===== src/rtl/alu_result_fifo.sv =====
// Result buffer between the registered ALU output and a stallable consumer.
// Optional accumulator over popped results, built only when ALU_FIFO_ACC_EN is defined.
module alu_result_fifo #(
    parameter int DEPTH = 8,
    parameter int DW    = 9,
    parameter int AW    = $clog2(DEPTH)
) (
    input  logic          clk,
    input  logic          rstn,
    input  logic          clr,
    input  logic          in_valid,
    input  logic [DW-1:0] in_data,
    input  logic [2:0]    in_opcode,
    output logic          out_valid,
    input  logic          out_ready,
    output logic [DW-1:0] out_data,
    output logic [2:0]    out_opcode,
    output logic [AW:0]   count,
    output logic          full,
    output logic          empty,
    output logic          drop_err,
    output logic [15:0]   acc,
    output logic          acc_sat
);

    localparam logic [AW:0] FULL_CNT = (AW + 1)'(DEPTH);

    // Handshake: the producer side has no backpressure, so in_valid is a
    // one-cycle strobe; the consumer side transfers the head on any edge where
    // out_valid && out_ready, and out_valid never depends on out_ready.
    logic [DW+2:0] mem [DEPTH];
    logic [AW-1:0] wr_ptr;
    logic [AW-1:0] rd_ptr;
    logic [AW:0]   count_q;
    logic          drop_q;
    logic          push;
    logic          pop;

    assign empty     = (count_q == '0);
    assign full      = (count_q == FULL_CNT);
    assign count     = count_q;
    assign out_valid = !empty;
    assign drop_err  = drop_q;

    assign pop  = out_valid && out_ready;
    assign push = in_valid && (!full || pop);

    assign out_data   = mem[rd_ptr][DW-1:0];
    assign out_opcode = mem[rd_ptr][DW+2:DW];

    // Storage carries no reset; only pointers and count decide what is valid.
    always_ff @(posedge clk) begin
        if (push && !clr) begin
            mem[wr_ptr] <= {in_opcode, in_data};
        end
    end

    always_ff @(posedge clk or negedge rstn) begin
        if (!rstn) begin
            wr_ptr  <= '0;
            rd_ptr  <= '0;
            count_q <= '0;
            drop_q  <= 1'b0;
        end else if (clr) begin
            wr_ptr  <= '0;
            rd_ptr  <= '0;
            count_q <= '0;
            drop_q  <= 1'b0;
        end else begin
            if (push) begin
                wr_ptr <= wr_ptr + 1'b1;
            end
            if (pop) begin
                rd_ptr <= rd_ptr + 1'b1;
            end
            if (push && !pop) begin
                count_q <= count_q + 1'b1;
            end else if (pop && !push) begin
                count_q <= count_q - 1'b1;
            end
            if (in_valid && !push) begin
                drop_q <= 1'b1;
            end
        end
    end

`ifdef ALU_FIFO_ACC_EN
    logic [15:0] acc_q;
    logic        sat_q;
    logic [16:0] acc_sum;
    logic [15:0] acc_next;
    logic        acc_clamp;

    // 17-bit sum of two sign-extended operands; bits 16 and 15 disagree on overflow.
    always_comb begin
        acc_sum   = {acc_q[15], acc_q} + {{(17 - DW){out_data[DW-1]}}, out_data};
        acc_clamp = (acc_sum[16] != acc_sum[15]);
        acc_next  = acc_sum[15:0];
        if (acc_clamp) begin
            acc_next = acc_sum[16] ? 16'h8000 : 16'h7fff;
        end
    end

    always_ff @(posedge clk or negedge rstn) begin
        if (!rstn) begin
            acc_q <= '0;
            sat_q <= 1'b0;
        end else if (clr) begin
            acc_q <= '0;
            sat_q <= 1'b0;
        end else if (pop) begin
            acc_q <= acc_next;
            if (acc_clamp) begin
                sat_q <= 1'b1;
            end
        end
    end

    assign acc     = acc_q;
    assign acc_sat = sat_q;
`else
    assign acc     = '0;
    assign acc_sat = 1'b0;
`endif

endmodule


===== config.mk =====
export PLATFORM = sky130hd
export DESIGN_NAME = alu_result_fifo
export DESIGN_NICKNAME = d
export VERILOG_FILES = /design/src/rtl/alu_result_fifo.sv
export SDC_FILE = /design/constraint.sdc
export NUM_CORES = 1
export LEC_CHECK = 0
export ABC_AREA = 1
export CAP_MARGIN = 25
export CORE_MARGIN = 1.5
export CORE_UTILIZATION = 55
export DETAILED_ROUTE_END_ITERATION = 12
export GPL_TIMING_DRIVEN = 0
export PLACE_DENSITY = 0.88
export SLEW_MARGIN = 15
export SYNTH_ARGS = -nofsm -noshare
export SYNTH_HDL_FRONTEND = slang
export SYNTH_SLANG_ARGS = --single-unit

===== constraint.sdc =====
create_clock -name clk -period 3.1 [get_ports clk]
set_clock_uncertainty 0.1 [all_clocks]
set_input_delay 0.93 -clock clk [delete_from_list [all_inputs] [get_ports clk]]
set_output_delay 0.93 -clock clk [all_outputs]
set_load 0.005 [all_outputs]

* Word level (Yosys, flattened, before mapping) *
Memory sizes are Yosys's and may differ from the RTL's.
Index checks and enable logic that the tools add are counted.

storage, ports and cells
  bits in registers = 11
  latch bits = 0
  bits in writable memories = 96
  bits in read-only memories = 0
  input bits = 17
  output and inout bits = 37
  word-level logic and storage cells = 38
  memories kept = 1

memories
  name  depth  bits a word  rd ports  clocked after Yosys merged registers in  wr ports  RTL line  text
  mem   8      12           1         0                                        1         31        logic [DW+2:0] mem [DEPTH];

operators by class
  $add $sub $neg = 4
  $mul = 0
  divide/modulo/power cells = 0
  order comparisons = 0
  equal/unequal tests = 1
  shifts and indexed selects = 0
  multiplexer cells = 11
  bitwise gates (word level) = 0
  reductions and logical operators = 17

operators by type and width
  kind                                                                number
  3-bit two-way mux                                                   4
  4-bit two-way mux                                                   3
  3-bit by 1-bit adder with 3-bit output, second input constant       2
  1-bit logical AND                                                   6
  2-bit nonzero test                                                  3
  1-bit zero test                                                     5
  4-bit by 1-bit adder with 4-bit output, second input constant       1
  4-bit equality test, second input constant                          1
  4-bit zero test                                                     1
  1-bit two-way mux                                                   4
  4-bit by 1-bit subtractor with 4-bit output, second input constant  1
  3-bit nonzero test                                                  1
  1-bit logical OR                                                    1

* Logic depth before layout (Yosys ltp) *
Gate-level depths: netlist of the first run.

  depth after elaboration = 10
  gate-level depth with buffers = 13
  depth with buffers taken out = 13

* Worst setup path before layout of the first run *
Ideal clock, no wire load.

  path type = input to register
  start = input port out_ready
  end = memory mem[5][0] (netlist bit) (enable)
  setup time = 0.380 ns
  data arrival time = 1.892 ns
  required time = 2.620 ns
  setup slack = 0.727 ns
  stages = 6
  path buffers = 0
  cells stage by stage = inv_2 > nand3_2 > nand2_4 > nor2_2 > nand2_1 > nor2_1

between the ends
  word-level cells in the longest chain between the ends = 6

ends and longest elaborated chain
  item                                     RTL line  text
  start, declared                          15        input logic out_ready,
  1-bit logical AND                        45        assign pop = out_valid && out_ready;
  1-bit logical OR                         46        assign push = in_valid && (!full || pop);
  1-bit logical AND                        46
  1-bit logical AND                        53        if (push && !clr) begin
  1-bit two-way mux                        53
  1-bit two-way mux (not written as such)  54        mem[wr_ptr] <= {in_opcode, in_data};
  end, declared                            31

Every way passes these cells.

* Worst setup path in the final report of the first run *
  start = input port out_ready
  end = memory mem[6][1] (netlist bit) (enable)

The elaborated chain is that of the path after synthesis.

==> impl_metrics.env, run 1 <==
export IMPL_seqCellArea_mm2=0.00316
export IMPL_grt_pass1_vias=3116
export IMPL_setup_ws_ps=105
export IMPL_drtPass1Iterations=5
export IMPL_multi_input_area_mm2=0.00128
export IMPL_r2r_slack_ps=720
export IMPL_rows=33
export IMPL_power_mw=3.89
export IMPL_io_pins=54
export IMPL_grt_total_usage=0.241
export IMPL_peakVddDrop_mv=0.340
export IMPL_drt_wl_total_um=10800
export IMPL_min_path_type="flip-flop to flip-flop"
export IMPL_slowest_stage="nor2_1"
export IMPL_clock_latency_ps=370
export IMPL_syn_inst=387
export IMPL_synth_common_cells="edfxtp_1, nand2_1, nor2_1"
export IMPL_initial_core_util=0.566
export IMPL_ys_seq_elements=107
export IMPL_min_from="drop_err$_DFFE_PN0P_"
export IMPL_power_switching_mw=1.30
export IMPL_overflow=0
export IMPL_power_frac_comb=0.362
export IMPL_synth_cell_area_mm2=0.00465
export IMPL_yosysTopAreaCellShare=0.620
export IMPL_p_sw_frac=0.335
export IMPL_path_max_fanout=7
export IMPL_power_frac_seq=0.435
export IMPL_grt_pass1_wl_um=15500
export IMPL_path_delay_family="simple AND/OR/NAND/NOR gates"
export IMPL_syn2layout_area_growth_pct=21.3
export IMPL_seq_area_frac_synth=0.679
export IMPL_antenna_cells=0
export IMPL_synth_most_common_cell="edfxtp_1"
export IMPL_clk_pin_slew_ps=90
export IMPL_avgSynthCellArea_um2=12.0
export IMPL_routabilityCongestion=0.803
export IMPL_worst_setup_path_type="input pin to flip-flop"
export IMPL_fmax_mhz=334
export IMPL_arrival_ps=2980
export IMPL_route_detailed_drc=0
export IMPL_synth_cell_type_count=31
export IMPL_routed_via_density=5.68
export IMPL_htreeDepth=3
export IMPL_max_slew_margin=0.380
export IMPL_fillers=538
export IMPL_path_cells="clkdlybuf4s50_1, inv_2, nand3_2, nand2_4, nor2_2, nand2_2, nor2_1, buf_4"
export IMPL_synth_warnings=0
export IMPL_placedInstanceArea_mm2=0.00526
export IMPL_reg2regPathDepth=8
export IMPL_p_leak_nw=2.23
export IMPL_outcome="complete, no violations"
export IMPL_core_mm2=0.00822
export IMPL_fin_crit_ps=3000
export IMPL_tns_ps=0
export IMPL_num_vias=3273
export IMPL_pwr_share_clk=0.203
export IMPL_dieHeight_um=95.0
export IMPL_fin_nets=489
export IMPL_cap_violations=0
export IMPL_startpoint_type="input pin"
export IMPL_clockBufferDepth=2
export IMPL_worstPathRequired_ps=3080
export IMPL_grt_setup_unrepaired="false"
export IMPL_p_int_mw=2.59
export IMPL_die_area_mm2=0.00902
export IMPL_ant_nets=0
export IMPL_min_path_cells=2
export IMPL_utilization=0.687
export IMPL_setup_viol=0
export IMPL_end_kind="flip-flop"
export IMPL_powerDensity_mw_per_mm2=689
export IMPL_cts_num_sinks=107
export IMPL_cts_tree="built"
export IMPL_synth_top_area_cell="edfxtp_1"
export IMPL_synthTopCellsByArea="edfxtp_1, dfrtp_1, nand2_1, nor2_1, o21ai_0"
export IMPL_fin_crit_sh=0.966
export IMPL_synth_edf_count=96
export IMPL_stdcell_area_mm2=0.00564
export IMPL_antenna_found_initial=0
export IMPL_root_buffer="clkbuf_8"
export IMPL_drive_above_1_share=0.189
export IMPL_tightest_slew_ps=929
export IMPL_critical_path_buf_inv_count=3
export IMPL_cts_made_buffers=9
export IMPL_hold_viol=0
export IMPL_io_buffers=36
export IMPL_r2r_end="mem[6][1]$_DFFE_PP_"
export IMPL_synth_top_flop_cell="edfxtp_1"
export IMPL_slew_violations=0
export IMPL_place_hpwl_um=6720
export IMPL_min_to="drop_err$_DFFE_PN0P_"
export IMPL_drt_iter0_markers=369
export IMPL_routedWlPerCell_um=18.7
export IMPL_async_flop_share=0.103
export IMPL_die_width_um=95.0
export IMPL_cpPeakStageDelay_ps=630
export IMPL_r2r_start="count[3]$_DFFE_PN0P_"
export IMPL_pre_cts_slack_ps=-244
export IMPL_grt_start_max_net_pins=19
-- cell families after synthesis --
kind of cell               count (synthesis)  share of synthesized area
and+or+nand+nor                          141                      0.134
xor gates and xnor gates                   1                    0.00188
AOI/OAI and AO/OA                         71                     0.0820
DFF                                      107                      0.679
other                                      1                   0.000806
muxes                                     12                     0.0258
adders and majority gates                  5                     0.0151
buffers and inverters                     49                     0.0616
-- worst max-delay path by stage --
stage | start | to | slack [ps] | cells after the start
after floorplan | out_ready | mem[5][0]$_DFFE_PP_ | 730 | 6
after global placement | out_ready | mem[1][9]$_DFFE_PP_ | -440 | 7
after detailed placement | out_ready | mem[6][8]$_DFFE_PP_ | -240 | 8
after CTS | rd_ptr[0]$_DFFE_PN0P_ | out_data[5] | 9 | 8
after global routing | out_ready | mem[6][1]$_DFFE_PP_ | 60 | 8
final | out_ready | mem[6][1]$_DFFE_PP_ | 100 | 8
-- tightest hold or removal path, delay by kind of cell (launching register included) --
family                 cells  cell delay [ps]
AOI/OAI and AO/OA          1               60
buffers and inverters      1               50
DFF                        1              390
-- power groups by stage --
stage                     clock [mW]  combinational [mW]  sequential, mW
after floorplan                    0               0.736            1.71
after CTS                      0.776                1.30            1.69
after global routing           0.843                1.53            1.70
after detailed placement           0                1.22            1.72
after global placement             0                1.16            1.72
final                          0.788                1.41            1.69
-- metal layers --
| metal | routed length, um | GRT usage |
|---|---|---|
| met1 | 3990 | 0.310 |
| met2 | 5420 | 0.405 |
| met3 | 1040 | 0.0499 |
| met4 | 340 | 0.0858 |
| met5 | 0 | 0 |
-- flip-flops by register name, summed over array words and instances, names as in the netlist --
signal    count
mem          96
count         4
rd_ptr        3
wr_ptr        3
drop_err      1
-- placed cells by master, fill, tap and decap left out, types with 2 or more instances in the layout --
| cell | n |
|---|---|
| edfxtp_1 | 96 |
| nand2_1 | 65 |
| nor2_1 | 51 |
| o21ai_0 | 35 |
| buf_4 | 31 |
| clkdlybuf4s50_1 | 24 |
| o21ai_1 | 18 |
| conb_1 | 17 |
| inv_1 | 13 |
| mux2i_1 | 12 |
| o22ai_1 | 12 |
| dlymetal6s2s_1 | 11 |
| nor2_2 | 10 |
| dfrtp_1 | 10 |
| clkbuf_8 | 9 |
| a21oi_1 | 5 |
| nand3_1 | 5 |
| buf_8 | 4 |
| buf_2 | 4 |
| ha_1 | 4 |
| clkinvlp_4 | 4 |
| buf_6 | 4 |
| nand2_4 | 3 |
| clkbuf_2 | 3 |
| inv_2 | 2 |
| buf_12 | 2 |
-- what timing repair did --
action	CTS	global route
hold buffers	0	0
gates cloned	0	1
buffers inserted	3	8
pin swaps	0	1
gates resized for setup	19	24
setup endpoints to repair	12	11
-- layout make-up --
cell class,count,area share
Clock inverter,6,0.00887
Tap cell,105,0.0233
Inverter,16,0.0111
Buffer,33,0.0506
Multi-Input combinational cell,247,0.227
Sequential cell,107,0.560
Timing Repair Buffer,53,0.0969
Clock buffer,9,0.0220
-- through the flow --
stage	std cells	hold slack [ps]
2_1_floorplan	403	410
3_3_place_gp	544	408
3_5_place_dp	549	422
4_1_cts	567	436
5_1_grt	576	456
6_report	576	434
Note: power is estimated with default switching activity, not from simulation.
==> run 2, diff against run 1 <==
--- a/config.mk
+++ b/config.mk
@@ -11,7 +11,7 @@
 export CORE_UTILIZATION = 55
 export DETAILED_ROUTE_END_ITERATION = 12
 export GPL_TIMING_DRIVEN = 0
-export PLACE_DENSITY = 0.88
+export PLACE_DENSITY = 0.79
 export SLEW_MARGIN = 15
 export SYNTH_ARGS = -nofsm -noshare
 export SYNTH_HDL_FRONTEND = slang
==> run 2 against run 1 <==
Effect of this change: sequential cell count did not move; final area is 1.2% higher; non-clock buffer count down 3; die area is the same; worst setup slack improved by 84 ps; fmax increased by 2.9%; first-iteration DRC count decreased by 30%; power is 4.8% higher; core utilization grew 0.85 points; wire length fell by 5.0%; via count is 2.5% lower; critical path type unchanged; sequential power is essentially flat.
==> impl_metrics.env, run 2 (synthesis results as in run 1) <==
export IMPL_r2r_end="mem[7][4]$_DFFE_PP_"
export IMPL_arrival_ps=2890
export IMPL_top_usage_layer="met2"
export IMPL_slew_violations=0
export IMPL_utilization=0.695
export IMPL_cap_violations=0
export IMPL_stdcell_count=574
export IMPL_cts_made_buffers=9
export IMPL_p_leak_nw=2.27
export IMPL_startpoint_type="input pin"
export IMPL_regMostFlops="mem"
export IMPL_peakVddDrop_mv=0.412
export IMPL_antenna_cells=0
export IMPL_layout_commonest_cell="edfxtp_1"
export IMPL_power_frac_seq=0.414
export IMPL_root_buffer="clkbuf_8"
export IMPL_fillers=555
export IMPL_outcome="complete, no violations"
export IMPL_setup_ws_ps=189
export IMPL_routedWlPerCell_um=17.9
export IMPL_fmax_mhz=343
export IMPL_r2r_slack_ps=820
export IMPL_hold_viol=0
export IMPL_drtPass1Iterations=5
export IMPL_die_area_mm2=0.00902
export IMPL_fin_crit_sh=0.939
export IMPL_die_width_um=95.0
export IMPL_routed_via_density=5.56
export IMPL_drt_wl_total_um=10300
export IMPL_largest_reg_flops=96
export IMPL_pwr_share_clk=0.244
export IMPL_rows=33
export IMPL_power_frac_comb=0.342
export IMPL_initial_core_util=0.566
export IMPL_ant_nets=0
export IMPL_placedCellCount=550
export IMPL_htreeDepth=3
export IMPL_worstPathRequired_ps=3070
export IMPL_grt_pass1_wl_um=15400
export IMPL_worst_setup_path_type="input pin to flip-flop"
export IMPL_routabilityCongestion=0.810
export IMPL_min_from="drop_err$_DFFE_PN0P_"
export IMPL_drive_above_1_share=0.175
export IMPL_syn2layout_area_growth_pct=22.8
export IMPL_core_mm2=0.00822
export IMPL_io_buffers=36
export IMPL_min_path_type="flip-flop to flip-flop"
export IMPL_clk_pin_slew_ps=90
export IMPL_reg2regPathDepth=8
export IMPL_grt_setup_unrepaired="false"
export IMPL_clock_latency_ps=360
export IMPL_min_to="drop_err$_DFFE_PN0P_"
export IMPL_ctsHoldBuffers=0
export IMPL_fin_crit_ps=2910
export IMPL_max_slew_margin=0.419
export IMPL_p_sw_frac=0.305
export IMPL_drt_iter0_markers=260
export IMPL_grt_start_max_net_pins=18
export IMPL_met2_usage=0.412
export IMPL_grt_pass1_vias=2975
export IMPL_met1_usage=0.301
export IMPL_overflow=0
export IMPL_cts_num_sinks=107
export IMPL_route_detailed_drc=0
export IMPL_seqCellArea_mm2=0.00316
export IMPL_r2r_start="count[3]$_DFFE_PN0P_"
export IMPL_dieHeight_um=95.0
export IMPL_path_cells="clkdlybuf4s50_1, inv_2, nand3_2, nand2_4, nor2_2, nand2_1, nor2_1, buf_6"
export IMPL_p_int_mw=2.83
export IMPL_clockBufferDepth=2
export IMPL_cts_tree="built"
export IMPL_fin_nets=486
export IMPL_cpPeakStageDelay_ps=580
export IMPL_slowest_stage="clkdlybuf4s50_1"
export IMPL_min_path_cells=2
export IMPL_grt_total_usage=0.242
export IMPL_mostFrequentLayoutCells="edfxtp_1, nand2_1, nor2_1"
export IMPL_pre_cts_slack_ps=-185
export IMPL_end_kind="flip-flop"
export IMPL_multi_input_area_mm2=0.00128
export IMPL_io_pins=54
export IMPL_antenna_found_initial=0
export IMPL_grtUsageMet3=0.0475
export IMPL_powerDensity_mw_per_mm2=714
export IMPL_num_vias=3191
export IMPL_path_max_fanout=7
export IMPL_power_switching_mw=1.24
export IMPL_setup_viol=0
export IMPL_tightest_slew_ps=871
export IMPL_place_hpwl_um=6490
## run 2: cell count changes in the layout (fill, tap and decap cells not counted), moves of 2 or more
cell	previous run	this run
bufinv_16	0	3
clkbuf_4	1	3
buf_4	31	26
nor2_2	10	6
clkbuf_2	3	1
clkinvlp_4	4	0
nor2_1	51	55
## run 2: power groups by stage
stage	combinational (mW)	sequential [mW]	clock [mW]
floorplan	0.736	1.71	0
global placement	1.17	1.72	0
detailed placement	1.22	1.72	0
CTS	1.34	1.69	1.00
global route	1.52	1.70	1.05
finish	1.39	1.69	0.994
## run 2: timing repair
item | CTS | global route
endpoints found under the setup margin | 12 | 11
gates resized for setup | 18 | 23
endpoints found under the hold margin | 0 | 0
cloned | 1 | 1
buffers inserted | 5 | 1
pin swaps | 0 | 1
## run 2: area by class of cell
class,count,share of cell area
tap,105,0.0230
sequential,107,0.553
inverter,16,0.0110
timing repair buffer,50,0.0968
multi-input combinational,247,0.223
buffer,33,0.0508
clock inverter,6,0.0195
clock buffer,10,0.0223
## run 2: worst max path at each step
| stage | startpoint | end | depth (start not counted) |
|---|---|---|---|
| global placement | out_ready | mem[1][9]$_DFFE_PP_ | 7 |
| CTS | rd_ptr[0]$_DFFE_PN0P_ | out_data[2] | 8 |
| global route | out_ready | mem[3][7]$_DFFE_PP_ | 8 |
| floorplan | out_ready | mem[5][0]$_DFFE_PP_ | 6 |
| detailed placement | out_ready | mem[3][8]$_DFFE_PP_ | 8 |
| finish | out_ready | mem[7][4]$_DFFE_PP_ | 8 |
## run 2: worst max-delay path, delay by kind of cell
kind / cells / cell delay (ps)
simple gates: 5 / 1070
buf+inv: 3 / 880
## run 2: per-stage QoR
stage	hold slack [ps]	setup TNS [ps]	cell area (um2)	total power [mW]
after floorplan	410	0	4710	2.45
after global placement	410	-34410	5200	2.88
after detailed placement	422	-7030	5270	2.94
after CTS	437	0	5630	4.03
after global routing	479	0	5710	4.27
final	432	0	5710	4.08
## run 2: metal layers
layer  routed length, um  part of all wire
met5                   0                 0
met4                 280             0.027
met3                 766             0.075
met2                5180              0.50
met1                4030              0.39
==> run 3, diff against run 2 <==
--- a/config.mk
+++ b/config.mk
@@ -8,10 +8,10 @@
 export ABC_AREA = 1
 export CAP_MARGIN = 25
 export CORE_MARGIN = 1.5
-export CORE_UTILIZATION = 55
+export CORE_UTILIZATION = 58
 export DETAILED_ROUTE_END_ITERATION = 12
 export GPL_TIMING_DRIVEN = 0
-export PLACE_DENSITY = 0.79
+export PLACE_DENSITY = 0.82
 export SLEW_MARGIN = 15
 export SYNTH_ARGS = -nofsm -noshare
 export SYNTH_HDL_FRONTEND = slang
==> run 3 against run 2 <==
Effect of this change: non-clock buffer count grew 1; first-iteration DRC count is 30% higher; power shrank 6.4%; largest power group unchanged; core utilization rose by 3.2 points; global-route usage up 0.51 points; sequential power about the same.
==> impl_metrics.env, run 3 (synthesis results as in run 1) <==
export IMPL_root_buffer="clkbuf_8"
export IMPL_tns_ps=0
export IMPL_power_frac_comb=0.366
export IMPL_clk_pin_slew_ps=90
export IMPL_die_width_um=92.6
export IMPL_grt_total_usage=0.247
export IMPL_antenna_found_initial=0
export IMPL_grt_start_max_net_pins=17
export IMPL_fin_crit_sh=0.996
export IMPL_hold_viol=0
export IMPL_drt_iter0_markers=337
export IMPL_startpoint_type="flip-flop"
export IMPL_end_kind="output port"
export IMPL_ant_nets=0
export IMPL_multi_input_area_mm2=0.00127
export IMPL_drtPass1Iterations=5
export IMPL_rows=32
export IMPL_fin_crit_ps=3090
export IMPL_setup_viol=0
export IMPL_clock_latency_ps=360
export IMPL_path_cells="inv_2, buf_12, buf_8, nor2_1, o22ai_1, nand2_1, nand2_1, clkdlybuf4s50_1"
export IMPL_regMostFlops="mem"
export IMPL_cts_tree="built"
export IMPL_min_path_type="flip-flop to flip-flop"
export IMPL_cts_made_buffers=9
export IMPL_slowest_stage="clkdlybuf4s50_1"
export IMPL_outcome="complete, no violations"
export IMPL_num_vias=3113
export IMPL_antenna_cells=0
export IMPL_holdWs_ps=423
export IMPL_die_area_mm2=0.00857
export IMPL_r2r_slack_ps=820
export IMPL_cpPeakStageDelay_ps=500
export IMPL_routabilityCongestion=0.774
export IMPL_worst_setup_path_type="flip-flop to output port"
export IMPL_tightest_slew_ps=875
export IMPL_p_sw_frac=0.323
export IMPL_cap_violations=0
export IMPL_powerDensity_mw_per_mm2=679
export IMPL_overflow=0
export IMPL_seqCellArea_mm2=0.00316
export IMPL_mostFrequentLayoutCells="edfxtp_1, nand2_1, nor2_1"
export IMPL_power_switching_mw=1.23
export IMPL_path_max_fanout=8
export IMPL_fin_nets=487
export IMPL_layout_commonest_cell="edfxtp_1"
export IMPL_max_slew_margin=0.416
export IMPL_cts_num_sinks=107
export IMPL_drt_wl_total_um=10300
export IMPL_drive_above_1_share=0.174
export IMPL_grt_setup_unrepaired="true"
export IMPL_fmax_mhz=324
export IMPL_pwr_share_clk=0.191
export IMPL_peakVddDrop_mv=0.467
export IMPL_worstPathRequired_ps=2070
export IMPL_power_frac_seq=0.443
export IMPL_largest_reg_flops=96
export IMPL_setup_ws_ps=11.5
export IMPL_route_detailed_drc=0
export IMPL_arrival_ps=2060
export IMPL_routed_via_density=5.44
export IMPL_pre_cts_slack_ps=-188
export IMPL_grt_pass1_wl_um=15400
export IMPL_core_mm2=0.00773
export IMPL_initial_core_util=0.602
export IMPL_fillers=502
export IMPL_syn2layout_area_growth_pct=20.8
export IMPL_routedWlPerCell_um=18.0
export IMPL_grt_pass1_vias=3012
export IMPL_io_buffers=36
export IMPL_slew_violations=0
export IMPL_crit_top_cell="nand2_1"
export IMPL_p_int_mw=2.58
export IMPL_place_hpwl_um=6560
export IMPL_p_leak_nw=2.19
export IMPL_htreeDepth=3
export IMPL_io_pins=54
export IMPL_dieHeight_um=92.6
export IMPL_clockBufferDepth=2
export IMPL_ctsHoldBuffers=0
## run 3: layer usage
layer,global-route usage,wire [um]
met4,0.108,224
met1,0.327,4070
met5,0,0
met3,0.0320,867
met2,0.413,5150
## run 3: repair_timing
action | CTS | global route
resized for setup | 17 | 23
gates cloned | 0 | 1
buffers inserted | 4 | 4
pin swaps | 0 | 3
endpoints found under the setup margin | 12 | 12
endpoints found under the hold margin | 0 | 0
## run 3: final timing paths
check,from,end,cells after the start
worst max-delay path,rd_ptr[0]$_DFFE_PN0P_,out_data[5],8
worst min-delay path,drop_err$_DFFE_PN0P_,drop_err$_DFFE_PN0P_,2
worst max register to register,count[3]$_DFFE_PN0P_,mem[5][11]$_DFFE_PP_,8
worst min register to register,drop_err$_DFFE_PN0P_,drop_err$_DFFE_PN0P_,2
max in group asynchronous,rstn,rd_ptr[0]$_DFFE_PN0P_,1
min in group asynchronous,rstn,count[2]$_DFFE_PN0P_,1
## run 3: layout make-up
type                       instances  area share
tap                              102      0.0227
multi-input combinational        247       0.227
sequential                       107       0.562
buffer                            33      0.0523
timing repair buffer              51      0.0960
clock buffer                      11      0.0234
clock inverter                     5     0.00512
inverter                          16      0.0111
## run 3: power groups by stage
stage                     clock network [mW]  logic (mW)  registers, mW
after floorplan                            0       0.736           1.71
after global placement                     0        1.16           1.72
after detailed placement                   0        1.21           1.72
after CTS                              0.728        1.30           1.69
after global routing                   0.783        1.51           1.70
final                                  0.731        1.40           1.69
## run 3: worst max-delay path, delay by kind of cell (launching register included)
family	cells	cell delay (ps)
buffers and inverters	4	860
DFF	1	450
and+or+nand+nor	3	240
AOI/OAI and AO/OA	1	160
## run 3: through the flow
step	total power, mW	instances	utilization	cell area, um2
after floorplan	2.45	403	-	4710
after global placement	2.88	541	0.673	5200
after detailed placement	2.93	547	0.682	5270
after CTS	3.71	567	0.712	5500
after global routing	3.99	572	0.727	5620
final	3.82	572	0.727	5620
